<file path="config.mk">
export PLATFORM = sky130hd
export DESIGN_NAME = dmem_arbiter
export DESIGN_NICKNAME = d
export VERILOG_FILES = /design/src/rtl/dmem_arbiter.sv
export SDC_FILE = /design/constraint.sdc
export NUM_CORES = 1
export LEC_CHECK = 0
export CELL_PAD_IN_SITES_DETAIL_PLACEMENT = 0
export CELL_PAD_IN_SITES_GLOBAL_PLACEMENT = 1
export CORE_MARGIN = 1
export CORE_UTILIZATION = 30
export DETAILED_ROUTE_END_ITERATION = 16
export PLACE_DENSITY = 0.94
export SLEW_MARGIN = 10
export SYNTH_ARGS = -nofsm -noshare
export SYNTH_HDL_FRONTEND = slang
export SYNTH_SLANG_ARGS = --single-unit
export TNS_END_PERCENT = 100
</file>
<file path="constraint.sdc">
create_clock -name clk_i -period 5.5 [get_ports clk_i]
set_clock_uncertainty 0.2 [all_clocks]
set_input_delay 0.55 -clock clk_i [delete_from_list [all_inputs] [get_ports clk_i]]
set_output_delay 0.55 -clock clk_i [all_outputs]
set_load 0.01 [all_outputs]
</file>
<file path="src/rtl/dmem_arbiter.sv">
// Two-core data-memory arbiter: round-robin grant, fixed-latency access, per-core stall.
// Optional contention counters are built only when DMEM_ARB_PERF_EN is defined.
module dmem_arbiter #(
  parameter int unsigned DATA_W  = 32,
  parameter int unsigned ADDR_W  = 32,
  parameter int unsigned MEM_LAT = 1
) (
  input  logic              clk_i,
  input  logic              rst_n,
  input  logic              mem_read0_i,
  input  logic              mem_write0_i,
  input  logic [ADDR_W-1:0] addr0_i,
  input  logic [DATA_W-1:0] wdata0_i,
  output logic [DATA_W-1:0] rdata0_o,
  output logic              stall0_o,
  input  logic              mem_read1_i,
  input  logic              mem_write1_i,
  input  logic [ADDR_W-1:0] addr1_i,
  input  logic [DATA_W-1:0] wdata1_i,
  output logic [DATA_W-1:0] rdata1_o,
  output logic              stall1_o,
  output logic              mem_en_o,
  output logic              mem_we_o,
  output logic [ADDR_W-1:0] mem_addr_o,
  output logic [DATA_W-1:0] mem_wdata_o,
  input  logic [DATA_W-1:0] mem_rdata_i,
  output logic [15:0]       conflict_cnt0_o,
  output logic [15:0]       conflict_cnt1_o
);

  typedef enum logic [1:0] {StIdle, StBusy, StDone} state_e;

  localparam logic [3:0] LatLast = 4'(MEM_LAT - 1);

  state_e            state_q, state_d;
  logic              owner_q, owner_d;
  logic              last_grant_q, last_grant_d;
  logic              is_wr_q, is_wr_d;
  logic [3:0]        cnt_q, cnt_d;
  logic [ADDR_W-1:0] addr_q, addr_d;
  logic [DATA_W-1:0] wdata_q, wdata_d;
  logic [DATA_W-1:0] rdata_q, rdata_d;

  logic req0, req1, grant_core;
  logic st_idle, st_busy, st_done;

  assign req0 = mem_read0_i | mem_write0_i;
  assign req1 = mem_read1_i | mem_write1_i;
  // Tie goes to the core that did not win last time.
  assign grant_core = (req0 & req1) ? ~last_grant_q : req1;

  assign st_idle = (state_q == StIdle);
  assign st_busy = (state_q == StBusy);
  assign st_done = (state_q == StDone);

  always_comb begin
    state_d      = state_q;
    owner_d      = owner_q;
    last_grant_d = last_grant_q;
    is_wr_d      = is_wr_q;
    cnt_d        = cnt_q;
    addr_d       = addr_q;
    wdata_d      = wdata_q;
    rdata_d      = rdata_q;
    unique case (state_q)
      StIdle: begin
        if (req0 | req1) begin
          owner_d      = grant_core;
          last_grant_d = grant_core;
          is_wr_d      = grant_core ? mem_write1_i : mem_write0_i;
          addr_d       = grant_core ? addr1_i : addr0_i;
          wdata_d      = grant_core ? wdata1_i : wdata0_i;
          cnt_d        = LatLast;
          state_d      = StBusy;
        end
      end
      StBusy: begin
        if (cnt_q == 4'd0) begin
          if (!is_wr_q) rdata_d = mem_rdata_i;
          state_d = StDone;
        end else begin
          cnt_d = cnt_q - 4'd1;
        end
      end
      StDone:  state_d = StIdle;
      default: state_d = StIdle;
    endcase
  end

  always_ff @(posedge clk_i or negedge rst_n) begin
    if (!rst_n) begin
      state_q      <= StIdle;
      owner_q      <= 1'b0;
      last_grant_q <= 1'b1;
      is_wr_q      <= 1'b0;
      cnt_q        <= 4'd0;
      addr_q       <= '0;
      wdata_q      <= '0;
      rdata_q      <= '0;
    end else begin
      state_q      <= state_d;
      owner_q      <= owner_d;
      last_grant_q <= last_grant_d;
      is_wr_q      <= is_wr_d;
      cnt_q        <= cnt_d;
      addr_q       <= addr_d;
      wdata_q      <= wdata_d;
      rdata_q      <= rdata_d;
    end
  end

  // Write strobe only on the first BUSY cycle, where cnt still holds its load value.
  assign mem_en_o    = st_busy;
  assign mem_we_o    = st_busy & is_wr_q & (cnt_q == LatLast);
  assign mem_addr_o  = st_busy ? addr_q : '0;
  assign mem_wdata_o = st_busy ? wdata_q : '0;

  assign stall0_o = req0 & ~(st_done & ~owner_q);
  assign stall1_o = req1 & ~(st_done & owner_q);
  assign rdata0_o = owner_q ? '0 : rdata_q;
  assign rdata1_o = owner_q ? rdata_q : '0;

`ifdef DMEM_ARB_PERF_EN
  logic [15:0] cc0_q, cc0_d, cc1_q, cc1_d;
  logic        hit0, hit1;

  assign hit0 = stall0_o & ((~st_idle & owner_q) | (st_idle & req0 & req1 & grant_core));
  assign hit1 = stall1_o & ((~st_idle & ~owner_q) | (st_idle & req0 & req1 & ~grant_core));

  always_comb begin
    cc0_d = cc0_q;
    cc1_d = cc1_q;
    if (hit0 && (cc0_q != 16'hFFFF)) cc0_d = cc0_q + 16'd1;
    if (hit1 && (cc1_q != 16'hFFFF)) cc1_d = cc1_q + 16'd1;
  end

  always_ff @(posedge clk_i or negedge rst_n) begin
    if (!rst_n) begin
      cc0_q <= 16'd0;
      cc1_q <= 16'd0;
    end else begin
      cc0_q <= cc0_d;
      cc1_q <= cc1_d;
    end
  end

  assign conflict_cnt0_o = cc0_q;
  assign conflict_cnt1_o = cc1_q;
`else
  assign conflict_cnt0_o = 16'd0;
  assign conflict_cnt1_o = 16'd0;
`endif

endmodule
</file>
== Word-level counts from Yosys, hierarchy flattened ==
Cells that the tools add are included.

* $add $sub $neg: 1
* Mux-type cells: 14
* Bitwise logic cells: 15
* Reduce and logical (&&, ||, !) cells: 7
* Eq/ne operators: 5

{| class="wikitable"
|+ Operator list
! cell !! number
|-
| 32-bit two-way mux || 6
|-
| 4-bit two-way mux || 2
|-
| 4-bit case mux with 2 select lines || 1
|-
| 1-bit AND || 7
|-
| 3-bit AND reduction || 2
|-
| 1-bit inverter || 5
|-
| 4-bit zero test || 1
|-
| 2-bit two-way mux || 2
|-
| 2-bit by 1-bit != test with 1-bit output (second input constant) || 2
|-
| 2-bit case mux with 2 select lines || 1
|-
| 2-bit AND reduction || 2
|-
| 4-bit by 1-bit subtractor with 4-bit output (second input constant) || 1
|-
| 1-bit bitwise OR || 3
|-
| 2-bit by 1-bit == test with 1-bit output (second input constant) || 1
|-
| 2-bit == test (second input constant) || 1
|-
| 2-bit zero test || 1
|-
| 1-bit two-way mux || 2
|-
| 2-bit != test (second input constant) || 1
|-
| 2-bit nonzero test || 1
|}

* Input bits: 166
* Output and inout bits: 164
* Register bits after elaboration: 105

== Depth between registers and ports, before layout ==
Gate-level depths: netlist of run 1.

* Depth in word-level cells: 4
* Depth in mapped cells: 7
* Depth with buffers taken out: 5

== Worst setup path before layout of run 1 ==
No wires, ideal clock.

* Path type: register -> output
* Start: reg state_q[1]
* End: out mem_wdata_o[10]
* Setup slack: 3368 ps
* Data required time: 4750 ps
* Stages on the path, launching flop included: 6
* Buffers on the path: 2
* Arrival time: 1382 ps
* Path through: dfrtp_1 nand2b_1 inv_1 clkbuf_1 clkbuf_1 and2_1

* Word-level cells in the longest chain between the ends: 2

{| class="wikitable"
|+ Ends and longest elaborated chain
! element !! line !! RTL
|-
| start: declaration || 35 || <nowiki>state_e state_q, state_d;</nowiki>
|-
| start signal: assignment || 92 || <nowiki>state_q <= StIdle;</nowiki>
|-
| start signal: assignment || 101 || <nowiki>state_q <= state_d;</nowiki>
|-
| 2-bit by 1-bit == test with 1-bit output || 53 || <nowiki>assign st_busy = (state_q == StBusy);</nowiki>
|-
| 32-bit two-way mux || 116 || <nowiki>assign mem_wdata_o = st_busy ? wdata_q : '0;</nowiki>
|-
| end: declaration || 25 || <nowiki>output logic [DATA_W-1:0] mem_wdata_o,</nowiki>
|}

No other way between the ends.

== Worst setup path in the final report of run 1 ==
* Start: reg state_q[1]
* End: out mem_wdata_o[23]

The elaborated chain is that of the path after synthesis.

==> insert_results.sql, run 1 <==
INSERT INTO impl_metrics (metric_group, metric, value, unit) VALUES
('run_status', 'outcome', 'finished clean', ''),
('logic_synthesis', 'postSynthAreaPerCell', '9.244', 'µm²'),
('critical_path', 'regToRegSetupSlack', '3.02', 'ns'),
('power_and_ir_drop', 'max-vdd-ir-drop', '269.4', 'µV'),
('critical_path', 'critical_path.top_delay_family', 'buffers and inverters', ''),
('grt', 'antenna_found_initial', '0', ''),
('timing', 'max_freq', '287.5', 'MHz'),
('grt', 'grt_pass1_vias', '5601', ''),
('timing', 'slew_headroom', '30.70', '%'),
('timing', 'post-route-min-period', '3.478', 'ns'),
('timing', 'timing_worst_slew_pin_value', '1.038', 'ns'),
('critical_path', 'max_stage_delay', '0.79', 'ns'),
('routing', 'ant_nets', '0', ''),
('placement', 'globalplace.congestion', '0.8055', ''),
('routing', 'avg_vias_per_cell', '4.821', ''),
('clock_tree', 'clk_pin_slew', '0.09', 'ns'),
('routing', 'via_count', '5708', ''),
('cells_and_area', 'nets', '1082', ''),
('critical_path', 'timing.critical_path.slowest_stage_cell', 'sky130_fd_sc_hd__inv_2', ''),
('floorplanning', 'floorplan.die.height', '145.1', 'µm'),
('cells_and_area', 'post_route_cells_drive_above_1_share', '7.726', '%'),
('clock_tree', 'numCtsBuffers', '9', ''),
('floorplanning', 'ios', '330', ''),
('logic_synthesis', 'synth-seq-area-share', '42.76', '%'),
('clock_tree', 'insertion_delay_of_the_later_clocked_pin_in_the_worst_skew_pair', '0.35', 'ns'),
('logic_synthesis', 'yosys_warnings', '0', ''),
('logic_synthesis', 'synth.top_cell.area_share', '42.34', '%'),
('clock_tree', 'cts_setup_buffers', '0', ''),
('cells_and_area', 'area_delta_synth_final', '53.19', '%'),
('critical_path', 'worst_setup_sp_type', 'flop', ''),
('timing', 'finalSetupTns', '0', 'ns'),
('floorplanning', 'start_util', '31.08', '%'),
('grt', 'largest_net_degree_at_the_start_of_global_routing', '130', ''),
('routing', 'detail_route.wl_per_cell', '16.20', 'µm'),
('flow_run', 'maxCapViolCount', '0', ''),
('clock_tree', 'ctsHoldBuffers', '0', ''),
('logic_synthesis', 'number_of_flops_mapped_to_enable_cells_by_yosys', '0', ''),
('critical_path', 'cell_by_cell_listing_of_the_critical_path', 'nand2b_1, inv_2, and2_1, clkdlybuf4s50_1', ''),
('clock_tree', 'cts_buffer_depth', '2', ''),
('clock_tree', 'clk_root_buffer_cell', 'sky130_fd_sc_hd__clkbuf_16', ''),
('power_and_ir_drop', 'power_leakage', '3.587', 'nW'),
('logic_synthesis', 'synth.distinct_cells', '33', ''),
('timing', 'report.final.hold_viol_count', '0', ''),
('timing', 'rsz_0062_raised_after_global_routing', 'false', ''),
('clock_tree', 'htreeDepth', '3', ''),
('timing', 'finalCritPeriodShare', '63.24', '%'),
('placement', 'placement.io_buffers', '297', ''),
('critical_path', 'cp_max_fo', '69', ''),
('routing', 'routed_wl', '19180', 'µm'),
('logic_synthesis', 'postSynthCellCount', '665', ''),
('logic_synthesis', 'ffs_w_async_s_r_synth', '100.0', '%'),
('clock_tree', 'ctsResizeCount', '0', ''),
('clock_tree', 'cts_tree', 'done', ''),
('critical_path', 'crit_required', '4.75', 'ns'),
('critical_path', 'critPathCaptureType', 'output port', ''),
('floorplanning', 'core.rowCount', '51', ''),
('floorplanning', 'floorplan.die_area', '21070', 'µm²'),
('floorplanning', 'die_span_in_x', '145.1', 'µm'),
('logic_synthesis', 'synth_largest_area_cell', 'sky130_fd_sc_hd__dfrtp_1', ''),
('logic_synthesis', 'synth-main-ff-cell', 'sky130_fd_sc_hd__dfrtp_1', ''),
('critical_path', 'arrival', '2.73', 'ns'),
('power_and_ir_drop', 'p_total', '5.344', 'mW'),
('grt', 'grt_first_pass_wirelength', '30570', 'µm'),
('clock_tree', 'clock_sink_count', '105', ''),
('critical_path', 'worstSetupPathType', 'flop to output port', ''),
('routing', 'drt_pass1_iterations', '4', ''),
('critical_path', 'worst-r2r-cell-count', '4', ''),
('logic_synthesis', 'yosys.cell_count.top_type', 'sky130_fd_sc_hd__dfrtp_1', ''),
('critical_path', 'cp.buffers_inverters', '2', ''),
('grt', 'grtUsageTotal', '18.22', '%'),
('timing', 'report.final.setup_viol', '0', '');
routing by layer:
layer | share of wire [%] | global-route usage (%) | wire length, µm | vias to the layer above
met4 | 1.7 | 6.211 | 334 | 0
met1 | 42 | 21.89 | 8054 | 2695
li1 | - | - | - | 2766
met5 | 0 | 0 | 0 | -
met2 | 49 | 31.51 | 9486 | 228
met3 | 6.8 | 4.560 | 1299 | 19
placed cells by master (no fill, tap or decap), types with 2 or more instances in the layout:
master	n
sky130_fd_sc_hd__a21oi_1	65
sky130_fd_sc_hd__a31oi_1	66
sky130_fd_sc_hd__and2_1	97
sky130_fd_sc_hd__buf_4	10
sky130_fd_sc_hd__clkbuf_16	9
sky130_fd_sc_hd__clkdlybuf4s50_1	296
sky130_fd_sc_hd__clkinv_4	2
sky130_fd_sc_hd__conb_1	32
sky130_fd_sc_hd__dfrtp_1	104
sky130_fd_sc_hd__ha_1	2
sky130_fd_sc_hd__inv_1	4
sky130_fd_sc_hd__inv_8	2
sky130_fd_sc_hd__mux2_2	33
sky130_fd_sc_hd__mux2i_1	2
sky130_fd_sc_hd__nand2b_1	2
sky130_fd_sc_hd__nand3_1	3
sky130_fd_sc_hd__nand3b_1	64
sky130_fd_sc_hd__nor2_1	5
sky130_fd_sc_hd__nor2_4	3
sky130_fd_sc_hd__nor2b_1	32
sky130_fd_sc_hd__o21ai_0	68
cell families (layout without fill, tap and decap cells):
kind of cell / Yosys count / in the layout / share of synthesized area [%]
buffers and inverters: 104 / 327 / 9.017
other: 1 / 32 / 0.06100
flip-flops: 105 / 105 / 42.76
adder cells (fa/ha/maj): 2 / 2 / 0.4070
AO/OA/AOI/OAI: 203 / 203 / 18.10
multiplexers: 37 / 37 / 6.798
AND/OR/NAND/NOR: 213 / 213 / 22.86
power breakdown:
| part | internal (mW) | switching, mW |
|---|---|---|
| Clock | 0.317 | 0.319 |
| Combinational | 1.75 | 1.54 |
| Sequential | 1.18 | 0.236 |
| Total | 3.25 | 2.09 |
state kept, by name, indices dropped and copies added, names as in the netlist:
name	cells
wdata_q	32
owner_q	1
cnt_q	4
rdata_q	32
state_q	2
addr_q	32
is_wr_q	1
last_grant_q	1
through the flow:
step | cells | instance area (µm²) | util [%] | hold WS, ns | setup WS [ns]
finish | 1184 | 9417 | 47.60 | 0.06242 | 2.022
global route | 1184 | 9417 | 47.60 | 0.1238 | 1.856
CTS | 1184 | 9417 | 47.60 | 0.1061 | 1.945
detailed placement | 1168 | 9130 | 46.15 | 0.2760 | 2.341
global placement | 1168 | 9130 | 46.15 | 0.2582 | 2.350
floorplan | 696 | 6264 | - | 0.05441 | 3.368
layout make-up:
type | count | area [µm²]
multi-input combinational | 487 | 3113
inverter | 5 | 18.77
sequential | 105 | 2629
timing repair buffer | 306 | 3038
fill | 1923 | 10360
tap | 265 | 331.6
clock buffer | 9 | 225.2
clock inverter | 7 | 61.31
worst max-delay path by stage:
stage | slack, ns | cells past startpoint | to | startpoint
finish | 2.02 | 4 | mem_wdata_o[23] | state_q[1]
global route | 1.86 | 4 | mem_wdata_o[23] | state_q[1]
CTS | 1.94 | 4 | mem_wdata_o[23] | state_q[1]
detailed placement | 2.34 | 5 | cnt_q[1] | mem_write0_i
global placement | 2.35 | 5 | cnt_q[1] | mem_write0_i
floorplan | 3.37 | 5 | mem_wdata_o[10] | state_q[1]
No activity file was read; power rests on OpenSTA's default activity.
==> run 2, diff against run 1 <==
CORE_UTILIZATION = 26   (was 30)
PLACE_DENSITY = 0.87   (was 0.94)
clock period = 2.9 ns   (was 5.5 ns; I/O delays follow)
==> insert_results.sql, run 2 (same netlist as run 1, synthesis figures left out) <==
INSERT INTO impl_metrics (metric_group, metric, value, unit) VALUES
('critical_path', 'crit_end', 'mem_wdata_o[20]', ''),
('power_and_ir_drop', 'cellPowerDensity', '1079', 'nW/µm²'),
('timing', 'report.final.hold_viol_count', '0', ''),
('timing', 'post-route-min-period', '2.805', 'ns'),
('critical_path', 'r2r-end', 'rdata_q[29]', ''),
('routing', 'ant_nets', '0', ''),
('grt', 'grt_pass1_vias', '5365', ''),
('floorplanning', 'ios', '330', ''),
('floorplanning', 'core.rowCount', '55', ''),
('grt', 'antenna_found_initial', '0', ''),
('placement', 'pre_cts_ws', '0.2876', 'ns'),
('critical_path', 'cell_by_cell_listing_of_the_critical_path', 'nand2b_1, inv_2, buf_4, and2_2, clkdlybuf4s50_1', ''),
('cells_and_area', 'mostFrequentLayoutCells', '296 x sky130_fd_sc_hd__clkdlybuf4s50_1, 104 x sky130_fd_sc_hd__dfrtp_1, 96 x sky130_fd_sc_hd__and2_1, 68 x sky130_fd_sc_hd__o21ai_0, 66 x sky130_fd_sc_hd__a31oi_1', ''),
('power_and_ir_drop', 'power_leakage', '3.665', 'nW'),
('routing', 'via_count', '5715', ''),
('cells_and_area', 'layout.cells.most_common', 'sky130_fd_sc_hd__clkdlybuf4s50_1', ''),
('clock_tree', 'cts_setup_buffers', '0', ''),
('routing', 'routed_wl', '19510', 'µm'),
('cells_and_area', 'nets', '1088', ''),
('critical_path', 'critical_path.top_delay_family', 'buffers and inverters', ''),
('floorplanning', 'start_util', '26.83', '%'),
('critical_path', 'crit_required', '2.41', 'ns'),
('flow_run', 'maxCapViolCount', '0', ''),
('timing', 'slew_headroom', '46.39', '%'),
('critical_path', 'worst-r2r-cell-count', '6', ''),
('critical_path', 'timing.critical_path.slowest_stage_cell', 'sky130_fd_sc_hd__clkdlybuf4s50_1', ''),
('critical_path', 'worst_setup_sp_type', 'flop', ''),
('clock_tree', 'cts_tree', 'done', ''),
('routing', 'drt_pass1_iterations', '4', ''),
('timing', 'max_freq', '356.5', 'MHz'),
('critical_path', 'arrival', '2.32', 'ns'),
('timing', 'rsz_0062_raised_after_global_routing', 'false', ''),
('placement', 'place.detailed.hpwl', '13560', 'µm'),
('floorplanning', 'floorplan.die_area', '24260', 'µm²'),
('critical_path', 'startpoint', 'state_q[1]', ''),
('placement', 'placement.io_buffers', '297', ''),
('cells_and_area', 'area_delta_synth_final', '56.83', '%'),
('critical_path', 'max_stage_delay', '0.58', 'ns'),
('cells_and_area', 'antennaDiodeCount', '0', ''),
('timing', 'report.final.setup_viol', '0', ''),
('placement', 'globalplace.congestion', '0.7680', ''),
('routing', 'avg_vias_per_cell', '4.616', ''),
('timing', 'finalWorstSetupSlack', '0.09489', 'ns'),
('cells_and_area', 'layout.area.seq', '2629', 'µm²'),
('cells_and_area', 'multiInputGateArea', '3117', 'µm²'),
('clock_tree', 'numCtsBuffers', '9', ''),
('critical_path', 'cp_max_fo', '21', ''),
('critical_path', 'critPathCaptureType', 'output port', ''),
('routing', 'drt_first_iter_violations', '286', ''),
('critical_path', 'worstSetupPathType', 'flop to output port', ''),
('cells_and_area', 'post_route_cells_drive_above_1_share', '8.432', '%'),
('grt', 'overflow', '0', ''),
('floorplanning', 'floorplan.die.height', '155.8', 'µm'),
('clock_tree', 'clock_sink_count', '105', ''),
('routing', 'drc_errors', '0', ''),
('grt', 'grt_first_pass_wirelength', '29810', 'µm'),
('clock_tree', 'htreeDepth', '3', ''),
('critical_path', 'path_depth', '5', ''),
('critical_path', 'worst_r2r_startpoint', 'cnt_q[0]', ''),
('grt', 'grtUsageTotal', '15.84', '%'),
('timing', 'timing_worst_slew_pin_value', '0.8023', 'ns'),
('critical_path', 'cp.buffers_inverters', '3', ''),
('cells_and_area', 'fillCellCount', '2302', ''),
('floorplanning', 'die_span_in_x', '155.8', 'µm'),
('cells_and_area', 'top_regs', 'addr_q x32, rdata_q x32, wdata_q x32', ''),
('run_status', 'outcome', 'finished clean', ''),
('routing', 'detail_route.wl_per_cell', '15.76', 'µm'),
('critical_path', 'regToRegSetupSlack', '0.60', 'ns'),
('clock_tree', 'clk_pin_slew', '0.08', 'ns'),
('timing', 'final_max_slew_viol_count', '0', ''),
('clock_tree', 'clk_root_buffer_cell', 'sky130_fd_sc_hd__clkbuf_16', ''),
('timing', 'finalSetupTns', '0', 'ns'),
('floorplanning', 'placeableCoreArea', '22920', 'µm²'),
('worst_hold_path', 'hold_path_class', 'flop to flop', ''),
('power_and_ir_drop', 'max-vdd-ir-drop', '387.9', 'µV'),
('timing', 'finalCritPeriodShare', '96.73', '%'),
('clock_tree', 'insertion_delay_of_the_later_clocked_pin_in_the_worst_skew_pair', '0.35', 'ns'),
('clock_tree', 'cts_buffer_depth', '2', ''),
('grt', 'largest_net_degree_at_the_start_of_global_routing', '130', '');
==> run 2: cell types whose count changed in the layout (fill, tap and decap cells not counted) <==
cell | before | now
sky130_fd_sc_hd__buf_12 | 0 | 7
sky130_fd_sc_hd__buf_4 | 10 | 8
sky130_fd_sc_hd__and2_1 | 97 | 96
sky130_fd_sc_hd__and2_2 | 0 | 1
sky130_fd_sc_hd__bufinv_16 | 0 | 1
sky130_fd_sc_hd__clkinvlp_4 | 1 | 0
sky130_fd_sc_hd__dlygate4sd3_1 | 0 | 1
sky130_fd_sc_hd__inv_6 | 1 | 0
sky130_fd_sc_hd__inv_8 | 2 | 3
sky130_fd_sc_hd__or3b_1 | 1 | 0
sky130_fd_sc_hd__or3b_4 | 0 | 1
==> run 2: power by group <==
| part | internal (mW) | switching [mW] | leakage, nW | total (mW) |
|---|---|---|---|---|
| logic | 3.47 | 2.96 | 2.30 | 6.43 |
| clock network | 0.691 | 0.611 | 0.155 | 1.30 |
| registers | 2.24 | 0.435 | 1.21 | 2.67 |
| total | 6.40 | 4.00 | 3.67 | 10.4 |
==> run 2: final cells by class <==
type	instances	share of cell area, %
clock buffer	9	2.336
clock inverter	7	0.8955
inverter	5	0.1947
multi-input combinational	487	32.33
sequential	105	27.27
tap	313	4.062
timing repair buffer	312	32.91
==> run 2: worst min path at each step <==
stage                 startpoint           to  slack (ns)  depth (start not counted)
floorplan                  rst_n    addr_q[0]       -0.21                          0
global placement           rst_n  wdata_q[28]        0.12                          1
detailed placement         rst_n  wdata_q[28]        0.12                          1
CTS                 wdata0_i[20]  wdata_q[20]        0.28                          3
global route         addr0_i[16]   addr_q[16]        0.30                          3
finish                  cnt_q[3]     cnt_q[3]        0.28                          1
==> run 2: stage by stage <==
step	hold slack, ns	power [mW]	instance area [µm²]	std cells	utilization, %
floorplan	-0.2056	5.970	6264	696	-
detailed placement	0.1168	9.214	9315	1221	40.65
CTS	0.2784	10.57	9638	1238	42.06
finish	0.2842	10.40	9641	1238	42.07
global route	0.3021	11.21	9641	1238	42.07
global placement	0.1162	9.123	9315	1221	40.65
==> run 2: metal layers <==
layer | wire (µm) | up-vias | global-route usage [%]
li1 | - | 2775 | -
met1 | 8112 | 2675 | 18.64
met2 | 9610 | 245 | 27.70
met3 | 1449 | 20 | 4.333
met4 | 337 | 0 | 5.322
met5 | 0 | - | 0
==> run 2: worst register-to-register path, delay by kind of cell (launching register included) <==
kind	cells	cell delay, ns
adders and majority gates	1	0.15
buffers and inverters	2	0.51
DFF	1	0.38
muxes	1	0.42
and+or+nand+nor	2	0.54
==> run 2: what timing repair did <==
| item | CTS | global route |
|---|---|---|
| pin swaps | 0 | 0 |
| hold buffers | 1 | 0 |
| hold endpoints to repair | 40 | 0 |
| gates resized for setup | 1 | 1 |
| endpoints found under the setup margin | 1 | 1 |
==> run 3, diff against run 2 <==
CAP_MARGIN = 20   (was unset)
==> results of run 3 <==
No change in the layout: final DEF, timing and power equal those of run 2.
